==> config.mk <==
export PLATFORM = sky130hd
export DESIGN_NAME = vga_timing_gen
export DESIGN_NICKNAME = d
export VERILOG_FILES = /design/src/rtl/vga_timing_pkg.sv /design/src/rtl/pix_tick_gen.sv /design/src/rtl/vga_timing_gen.sv
export SDC_FILE = /design/constraint.sdc
export NUM_CORES = 1
export LEC_CHECK = 0
export ABC_CLOCK_PERIOD_IN_PS = 2220
export CAP_MARGIN = 0
export CORE_MARGIN = 2
export CORE_UTILIZATION = 40
export DETAILED_ROUTE_END_ITERATION = 12
export SLEW_MARGIN = 10
export SYNTH_ARGS = -nofsm -noshare
export SYNTH_HDL_FRONTEND = slang
export SYNTH_HIERARCHICAL = 1
export SYNTH_SLANG_ARGS = --single-unit
==> constraint.sdc <==
create_clock -name i_clk -period 2.22 [get_ports i_clk]
set_clock_uncertainty 0.2 [all_clocks]
set_input_delay 0.333 -clock i_clk [delete_from_list [all_inputs] [get_ports i_clk]]
set_output_delay 0.333 -clock i_clk [all_outputs]
set_load 0.01 [all_outputs]
==> src/rtl/vga_timing_pkg.sv <==
// Shared raster constants and coordinate types for the VGA display path.
// Defaults describe 800x600@72Hz at a 50 MHz pixel rate.
package vga_timing_pkg;

  localparam int H_VISIBLE_DEF = 800;
  localparam int H_FRONT_DEF   = 56;
  localparam int H_SYNC_DEF    = 120;
  localparam int H_BACK_DEF    = 64;
  localparam int H_TOTAL       = H_VISIBLE_DEF + H_FRONT_DEF + H_SYNC_DEF + H_BACK_DEF;

  localparam int V_VISIBLE_DEF = 600;
  localparam int V_FRONT_DEF   = 37;
  localparam int V_SYNC_DEF    = 6;
  localparam int V_BACK_DEF    = 23;
  localparam int V_TOTAL       = V_VISIBLE_DEF + V_FRONT_DEF + V_SYNC_DEF + V_BACK_DEF;

  typedef logic [10:0] h_coord_t;
  typedef logic [9:0]  v_coord_t;

endpackage

==> src/rtl/pix_tick_gen.sv <==
// Pixel clock-enable divider: o_tick is high one i_clk in every CLK_DIV,
// first on the CLK_DIV-th clock after reset release.
module pix_tick_gen #(
  parameter int CLK_DIV = 1
) (
  input  logic i_clk,
  input  logic i_rst,
  output logic o_tick
);

  // A 1-bit counter is kept even for CLK_DIV==1; it simply stays at zero.
  localparam int W = (CLK_DIV > 1) ? $clog2(CLK_DIV) : 1;

  logic [W-1:0] r_div;

  assign o_tick = (r_div == W'(CLK_DIV - 1));

  // NOTE: sequential state is always updated with <= so every register samples pre-edge values.
  always_ff @(posedge i_clk or posedge i_rst) begin
    if (i_rst) begin
      r_div <= '0;
    end else if (o_tick) begin
      r_div <= '0;
    end else begin
      r_div <= r_div + W'(1);
    end
  end

endmodule

==> src/rtl/vga_timing_gen.sv <==
// VGA raster timing: h/v scan counters advanced on each pixel tick, with
// coordinates, display-enable, syncs and start strobes registered together.
module vga_timing_gen
  import vga_timing_pkg::*;
#(
  parameter int   CLK_DIV    = 1,
  parameter int   H_VISIBLE  = H_VISIBLE_DEF,
  parameter int   H_FRONT    = H_FRONT_DEF,
  parameter int   H_SYNC     = H_SYNC_DEF,
  parameter int   H_BACK     = H_BACK_DEF,
  parameter int   V_VISIBLE  = V_VISIBLE_DEF,
  parameter int   V_FRONT    = V_FRONT_DEF,
  parameter int   V_SYNC     = V_SYNC_DEF,
  parameter int   V_BACK     = V_BACK_DEF,
  parameter logic H_SYNC_POL = 1'b1,
  parameter logic V_SYNC_POL = 1'b1
) (
  input  logic        i_clk,
  input  logic        i_rst,
  output logic        o_pix_en,
  output logic [10:0] o_h_coord,
  output logic [9:0]  o_v_coord,
  output logic        o_disp_enbl,
  output logic        o_hsync,
  output logic        o_vsync,
  output logic        o_line_start,
  output logic        o_frame_start
);

  localparam int LINE_LEN    = H_VISIBLE + H_FRONT + H_SYNC + H_BACK;
  localparam int FRAME_LINES = V_VISIBLE + V_FRONT + V_SYNC + V_BACK;

  if (LINE_LEN > 2048 || FRAME_LINES > 1024 || CLK_DIV < 1 ||
      H_FRONT < 1 || H_SYNC < 1 || H_BACK < 1 ||
      V_FRONT < 1 || V_SYNC < 1 || V_BACK < 1) begin : g_bad_params
    $fatal(1, "vga_timing_gen: illegal timing parameters");
  end

  localparam h_coord_t H_VIS_C  = h_coord_t'(H_VISIBLE);
  localparam h_coord_t HS_START = h_coord_t'(H_VISIBLE + H_FRONT);
  localparam h_coord_t HS_END   = h_coord_t'(H_VISIBLE + H_FRONT + H_SYNC);
  localparam h_coord_t H_LAST   = h_coord_t'(LINE_LEN - 1);
  localparam v_coord_t V_VIS_C  = v_coord_t'(V_VISIBLE);
  localparam v_coord_t VS_START = v_coord_t'(V_VISIBLE + V_FRONT);
  localparam v_coord_t VS_END   = v_coord_t'(V_VISIBLE + V_FRONT + V_SYNC);
  localparam v_coord_t V_LAST   = v_coord_t'(FRAME_LINES - 1);

  logic     w_tick;
  h_coord_t r_h;
  v_coord_t r_v;
  logic     w_h_last;
  logic     w_v_last;
  logic     w_de;
  logic     w_hs_act;
  logic     w_vs_act;

  pix_tick_gen #(
    .CLK_DIV(CLK_DIV)
  ) u_pix_tick_gen (
    .i_clk (i_clk),
    .i_rst (i_rst),
    .o_tick(w_tick)
  );

  assign w_h_last = (r_h == H_LAST);
  assign w_v_last = (r_v == V_LAST);
  assign w_de     = (r_h < H_VIS_C) && (r_v < V_VIS_C);
  assign w_hs_act = (r_h >= HS_START) && (r_h < HS_END);
  assign w_vs_act = (r_v >= VS_START) && (r_v < VS_END);

  // Scan position of the pixel to be presented on the next tick.
  always_ff @(posedge i_clk or posedge i_rst) begin
    if (i_rst) begin
      r_h <= '0;
      r_v <= '0;
    end else if (w_tick) begin
      if (w_h_last) begin
        r_h <= '0;
        r_v <= w_v_last ? '0 : r_v + 10'd1;
      end else begin
        r_h <= r_h + 11'd1;
      end
    end
  end

  // Strobes are cleared every non-tick cycle; the rest hold between ticks.
  always_ff @(posedge i_clk or posedge i_rst) begin
    if (i_rst) begin
      o_pix_en      <= 1'b0;
      o_h_coord     <= '0;
      o_v_coord     <= '0;
      o_disp_enbl   <= 1'b0;
      o_hsync       <= ~H_SYNC_POL;
      o_vsync       <= ~V_SYNC_POL;
      o_line_start  <= 1'b0;
      o_frame_start <= 1'b0;
    end else begin
      o_pix_en      <= w_tick;
      o_line_start  <= w_tick && (r_h == '0);
      o_frame_start <= w_tick && (r_h == '0) && (r_v == '0);
      if (w_tick) begin
        o_h_coord   <= r_h;
        o_v_coord   <= r_v;
        o_disp_enbl <= w_de;
        o_hsync     <= w_hs_act ? H_SYNC_POL : ~H_SYNC_POL;
        o_vsync     <= w_vs_act ? V_SYNC_POL : ~V_SYNC_POL;
      end
    end
  end

endmodule

### Yosys cells after proc, flatten, opt, wreduce, memory -nomap -nowiden

Cells that the tools add are included.

| storage, ports and cells | value |
|---|---|
| input port bits | 2 |
| flip-flop bits (word level) | 49 |
| logic and storage cells | 36 |
| output and inout bits | 27 |

| operators by class | value |
|---|---|
| $lt $le $gt $ge | 6 |
| add/sub/neg operators | 3 |
| mux-type cells | 5 |
| reduce and logical (&&, ||, !) cells | 8 |
| bitwise gates (word level) | 1 |
| equal/unequal tests | 2 |

Operators by type and width:

| cell | count |
|---|---|
| < comparator 11 x 10 -> 1 bit (second input constant) | 2 |
| < comparator 10 bit (second input constant) | 2 |
| adder 11 x 1 -> 11 bit (second input constant) | 1 |
| == test 11 bit (second input constant) | 1 |
| >= comparator 11 x 10 -> 1 bit (second input constant) | 1 |
| zero test 11 bit | 1 |
| 2-to-1 mux 11 bit | 1 |
| adder 10 x 1 -> 10 bit (second input constant) | 1 |
| == test 10 bit (second input constant) | 1 |
| >= comparator 10 bit (second input constant) | 1 |
| zero test 10 bit | 1 |
| 2-to-1 mux 10 bit | 1 |
| logical AND 1 bit | 5 |
| 2-to-1 mux 1 bit | 3 |
| AND reduction 2 bit | 1 |
| adder 1 bit (second input constant) | 1 |
| inverter 1 bit | 1 |

### Depth between registers and ports, before layout

Gate-level depths: netlist of the first run.

| logic depth | value |
|---|---|
| depth after elaboration | 3 |
| depth in mapped cells | 7 |
| gate-level depth less buffers | 6 |

### Cells and area by module

Netlist of the first run, hierarchy kept.

Modules (own cells, without submodules):

| module | seq. area each (µm²) | cells each | area each (µm²) | instances |
|---|---|---|---|---|
| vga_timing_gen | 1201.2 | 191 | 2262.2 | 1 |
| pix_tick_gen | 0.0 | 2 | 11.3 | 1 |

### Worst setup path before layout of the first run

Ideal clock, no wire load.

| path | value |
|---|---|
| kind | reg2reg |
| from | register r_v[2] |
| to | register r_v[2] |
| cell stages (with the launch flop) | 5 |
| arrival | 1569 ps |
| required time | 1900 ps |
| setup time | 120 ps |
| clock period less this slack | 1889 ps |
| path slack | 331 ps |
| buffers on the path | 0 |
| cells stage by stage | dfrtp_1 or3_1 or3_4 nor2b_4 a31o_2 |

| between the ends | value |
|---|---|
| cells in the longest elaborated chain, start to end | 2 |
| elaborated cells on any way between the ends | 3 |
| those cells by class | add/sub (1); eq/ne (1); mux (1) |

RTL lines:

| what | RTL line | text |
|---|---|---|
| start: declaration | vga_timing_gen.sv:50 | `v_coord_t r_v;` |
| start signal: assignment | vga_timing_gen.sv:79 | `r_v <= w_v_last ? '0 : r_v + 10'd1;` |
| adder 10 x 1 -> 10 bit / == test 10 bit (equally long branches) | vga_timing_gen.sv:79, vga_timing_gen.sv:66 |  |
| 2-to-1 mux 10 bit * | vga_timing_gen.sv:79 |  |

Every way passes the cells marked *; elsewhere a longest branch is shown, timed or not.
A chain may end at the register's enable or synchronous reset.

### Final worst setup path of the first run

Ends and elaborated chain as after synthesis.

==> results of run 1 <==
-- metrics by stage --
step / instance area (sq um) / cells / worst slack, ns
3_3_place_gp: 2624 / 285 / 0.2752
5_1_grt: 2731 / 293 / 0.1063
4_1_cts: 2731 / 293 / 0.2358
3_5_place_dp: 2624 / 285 / 0.2463
6_report: 2731 / 293 / 0.2360
2_1_floorplan: 2273 / 193 / 0.3310
-- layout make-up --
type                    count  area (sq um)  share of cell area, %
well taps                  72         90.09                  3.298
clock inverters             2         35.03                  1.283
flip-flops and latches     48          1201                  43.98
clock buffers               6         72.57                  2.657
repair buffers             31         315.3                  11.54
inverters                  14         52.55                  1.924
multi-input cells         120         964.7                  35.32
-- logic make-up (layout without fill, tap and decap cells) --
logic type,count (synthesis),after routing,share of synthesized area (%)
DFF,48,48,52.83
other,1,1,0.1649
muxes,24,24,11.78
buffers and inverters,25,53,4.733
AOI/OAI and AO/OA,25,25,7.651
xor gates and xnor gates,10,10,3.852
adders and majority gates,6,6,3.302
and+or+nand+nor,54,54,15.69
-- power by group through the flow --
stage                     clock network [uW]  logic, uW  registers [uW]
final                                    621        331            1080
after detailed placement                   0        330            1100
after global placement                     0        325            1090
after global routing                     679        365            1100
after CTS                                643        332            1080
after floorplan                            0        227            1060
-- synthesized netlist by cell type, types with 3 or more instances --
master / count / share of area (%)
dfrtp_1: 48 / 53
mux2_2: 22 / 11
inv_1: 14 / 2.3
nand2_1: 8 / 1.3
nand3_1: 8 / 1.8
clkbuf_1: 7 / 1.2
ha_1: 6 / 3.3
nor2_1: 6 / 0.99
xnor2_1: 6 / 2.3
nand4_1: 5 / 1.4
o21ai_0: 5 / 1.1
a21oi_1: 4 / 0.88
and3_1: 4 / 1.1
xor2_1: 4 / 1.5
a22o_1: 3 / 1.2
nor3_2: 3 / 1.3
or3_1: 3 / 0.83
-- worst paths after layout --
kind | end | slack, ns | startpoint
hold / removal | r_h[5] | 0.18 | i_rst
setup / recovery | r_v[2] | 0.24 | r_v[2]
setup reg to reg | r_v[2] | 0.24 | r_v[2]
min in group i_clk | r_v[6] | 0.34 | r_v[6]
max in group asynchronous | r_v[4] | 1.41 | i_rst
hold reg to reg | r_v[6] | 0.34 | r_v[6]
-- flip-flops by register name, indices dropped and copies added, names as in the netlist --
signal         count
r_v               10
o_line_start       1
r_h               11
o_hsync            1
o_h_coord         11
o_vsync            1
o_disp_enbl        1
o_frame_start      1
o_pix_en           1
o_v_coord         10
-- worst register-to-register path, cell delays in order (launching register included) --
cell and delay [ns]:
dfrtp_1 0.46, or3_1 0.41, or3_4 0.41, nor2b_4 0.15
a31o_2 0.24
-- per-layer routing --
layer / GRT usage (%) / vias to the layer above
li1: - / 729
met1: 24.08 / 718
met2: 20.42 / 34
met3: 3.846 / 6
met4: 6.207 / 0
met5: 0 / -
-- cells in the final DEF (no fill, tap or decap), types with 4 or more instances in the layout --
| cell type | n |
|---|---|
| nor2_1 | 6 |
| clkdlybuf4s50_1 | 28 |
| a21oi_1 | 4 |
| mux2_2 | 22 |
| xnor2_1 | 6 |
| inv_1 | 13 |
| clkbuf_8 | 5 |
| and3_1 | 4 |
| dfrtp_1 | 48 |
| o21ai_0 | 5 |
| nand2_1 | 8 |
| nand4_1 | 5 |
| xor2_1 | 4 |
| nand3_1 | 8 |
| ha_1 | 6 |
==> results.cfg, run 1 <==
[synthesis]
netlist_area_sq_um = 2273
ys_seq_area_share_pct = 52.83
synth-main-ff-cell = dfrtp_1
ys_async_sr_fraction_pct = 100.0
yosys_warnings = 6
synth-edff-count = 0
syn_nets = 201
synthCells = 193
yosysUniqueCellTypes = 48
syn_area_per_cell_sq_um = 11.78
ys_seq_elements = 48

[setup_path]
critPathTopFamily = simple AND/OR/NAND/NOR gates
arrival_ns = 1.98
cp_slowest_cell = dfrtp_1
required_ns = 2.21
crit_type = flop to flop
crit_buf_inv = 0
cp_cell_sequence = or3_1 -> or3_4 -> nor2b_4 -> a31o_2
r2r_cells = 4
crit_path_start_kind = flop
critPathMaxFanout = 8
crit_path_max_incr_delay_ns = 0.46
path_depth = 4
cp-end-kind = flop

[power]
p_total_uw = 2031
seq_power_share_pct = 53.1
switching_share_pct = 26.69
combPwrFrac_pct = 16.3
internal_power_uw = 1489
power.share.clock_pct = 30.6
ir_drop_uv = 520.8
power_density_nw_per_um2 = 743.5
power_leakage_uw = 0.001213
p_sw_uw = 542.0

[detailed_routing]
met2RoutedLength_mm = 1.782
drc = 0
num_vias = 1487
vias_per_cell = 5.075
highest_layer = met4
m1WireLength_mm = 2.264
ant_nets = 0
drt-initial-drc-count = 62
routed_wl_mm = 4.273
drt-pass1-iter-count = 4
routedWlPerCell_microns = 14.58
met3WireLength_microns = 151

[layout]
fin_nets = 228
drive_gt1_share_pct = 19.46
area_growth_pct = 20.14
fillers = 498
diodes = 0
fin_util_pct = 49.60

[grt]
antenna_found_initial = 0
grt_usage_pct = 15.52
grt_pass1_wl_mm = 7.555
grt_max_degree = 49
grt_pass1_vias = 1512
gr-total-overflow = 0

[timing]
slew_violations = 0
setup_violations = 0
setup_tns_ns = 0
fmax_mhz = 504.0
timing.hold.ws_ns = 0.1778
min_period_over_period_pct = 89.37
rsz0062_at_grt = false
period_needed_ns = 1.984
hold_viol = 0

[floorplan]
initial_utilization_pct = 41.29
rows = 27
die_w_microns = 79.39
dieArea_sq_um = 6303
ios = 29
fp.coreArea_sq_um = 5507
die_h_microns = 79.39

[clock_tree]
clock-sinks = 48
cts_resized = 0
ctsHoldBuffers = 0
clockBufferDepth = 2
clk_pin_slew_ns = 0.09
worstSkewPairLatency_ns = 0.30
cts_tree = yes
root_buffer = clkbuf_8
numCtsBuffers = 5
postCtsSetupRepairBufs = 0
cts_htree_levels = 2

[status]
status = finished, final reports clean

[min_path]
holdCritPathClass = input pin to asynchronous set/reset pin

[place]
dp_hpwl_mm = 2.866
place_congestion = 0.7936
port_buffers = 28

[flow_run]
max-cap-violations = 0
(Power assumes the default switching activity.)
==> inputs of run 2 (changes only) <==
PLACE_DENSITY = 0.68   (was default)
==> results.cfg, run 2 (same netlist as run 1, synthesis figures left out) <==
[floorplan]
die_h_microns = 79.39
dieArea_sq_um = 6303
initial_utilization_pct = 41.29
rows = 27
fp.coreArea_sq_um = 5507
die_w_microns = 79.39
ios = 29

[grt]
grt_max_degree = 36
antenna_found_initial = 0
grt_pass1_vias = 1445
busiest_layer = met1
grt_pass1_wl_mm = 7.169
grt_usage_pct = 14.71
gr-total-overflow = 0
met1_usage_pct = 21.65
use_met3_pct = 2.602
grt.met2_usage_pct = 21.36

[clock_tree]
cts_htree_levels = 2
clk_pin_slew_ns = 0.09
cts_resized = 0
clock-sinks = 48
worstSkewPairLatency_ns = 0.30
ctsHoldBuffers = 0
postCtsSetupRepairBufs = 0
clockBufferDepth = 2
numCtsBuffers = 5
root_buffer = clkbuf_8
cts_tree = yes

[setup_path]
critPathMaxFanout = 8
r2r-start = r_v[2]
crit_type = flop to flop
r2r_cells = 4
required_ns = 2.22
cp-end-kind = flop
crit_start = r_v[2]
endpoint = r_v[2]
arrival_ns = 1.98
ff2ff_setup_slack_ns = 0.24
crit_path_start_kind = flop
timing.rr.end = r_v[2]

[detailed_routing]
num_vias = 1545
routedWlPerCell_microns = 14.62
drt-pass1-iter-count = 4
routed_wl_mm = 4.297
ant_nets = 0
drt-initial-drc-count = 98
vias_per_cell = 5.255
drc = 0

[power]
power_density_nw_per_um2 = 747.8
ir_drop_uv = 368.6
p_total_uw = 2039
power_leakage_uw = 0.001213

[timing]
hold_viol = 0
rsz0062_at_grt = false
period_needed_ns = 1.980
min_period_over_period_pct = 89.17
fmax_mhz = 505.2
setup_violations = 0
setup_tns_ns = 0
slew_violations = 0

[layout]
seqCellArea_sq_um = 1201
fillers = 501
drive_gt1_share_pct = 19.82
area_growth_pct = 19.92
final_cell_mix = dfrtp_1, clkdlybuf4s50_1, mux2_2
reg_top3 = o_h_coord (11), r_h (11)
multi_input_area_sq_um = 964.7
layout_commonest_cell = dfrtp_1
diodes = 0
fin_nets = 229

[place]
place_congestion = 0.8194
port_buffers = 28
dp_hpwl_mm = 2.873

[status]
status = finished, final reports clean

[flow_run]
max-cap-violations = 0

[min_path]
holdCritPathClass = input pin to asynchronous set/reset pin
==> run 2: worst min path at each step <==
stage            from           end  cells past startpoint
2_1_floorplan  r_v[6]        r_v[6]                      1
3_5_place_dp   r_v[6]        r_v[6]                      1
6_report        i_rst  o_h_coord[6]                      2
4_1_cts         i_rst        r_h[3]                      2
3_3_place_gp   r_v[6]        r_v[6]                      1
5_1_grt         i_rst  o_h_coord[6]                      2
==> run 2: metrics by stage <==
stage	hold slack [ns]	utilization (%)	setup slack, ns	instance area [sq um]	instances
detailed placement	0.3244	47.56	0.2554	2619	286
global route	0.2104	49.51	0.1112	2726	294
CTS	0.1691	49.51	0.2316	2726	294
finish	0.1594	49.51	0.2405	2726	294
floorplan	0.2830	-	0.3310	2273	193
global placement	0.3362	47.56	0.2841	2619	286
==> run 2: layout make-up <==
cell class                 instances  share of cell area (%)
tap                               72                   3.304
sequential                        48                   44.06
clock buffer                       6                   2.662
inverter                          14                   1.927
multi-input combinational        120                   35.38
clock inverter                     2                   1.285
timing repair buffer              32                   11.38
==> run 2: per-layer routing <==
| metal | part of all wire [%] | wire length [microns] | vias up |
|---|---|---|---|
| met1 | 51 | 2185 | 770 |
| met3 | 3.6 | 154 | 7 |
| met4 | 1.9 | 80 | 0 |
| met2 | 44 | 1877 | 35 |
| met5 | 0 | 0 | - |
| li1 | - | - | 733 |
==> run 2: where the power goes <==
part           internal, uW  switching (uW)  leakage, uW  total, uW
Combinational           187             146     0.000546        334
Clock                   334             289    0.0000552        624
Sequential              966             116     0.000612       1080
Total                  1490             551      0.00121       2040
==> run 2: critical path, stage by stage, from the launching register on <==
cell	delay [ns]
dfrtp_1	0.46
or3_1	0.41
or3_4	0.41
nor2b_4	0.16
a31o_2	0.24
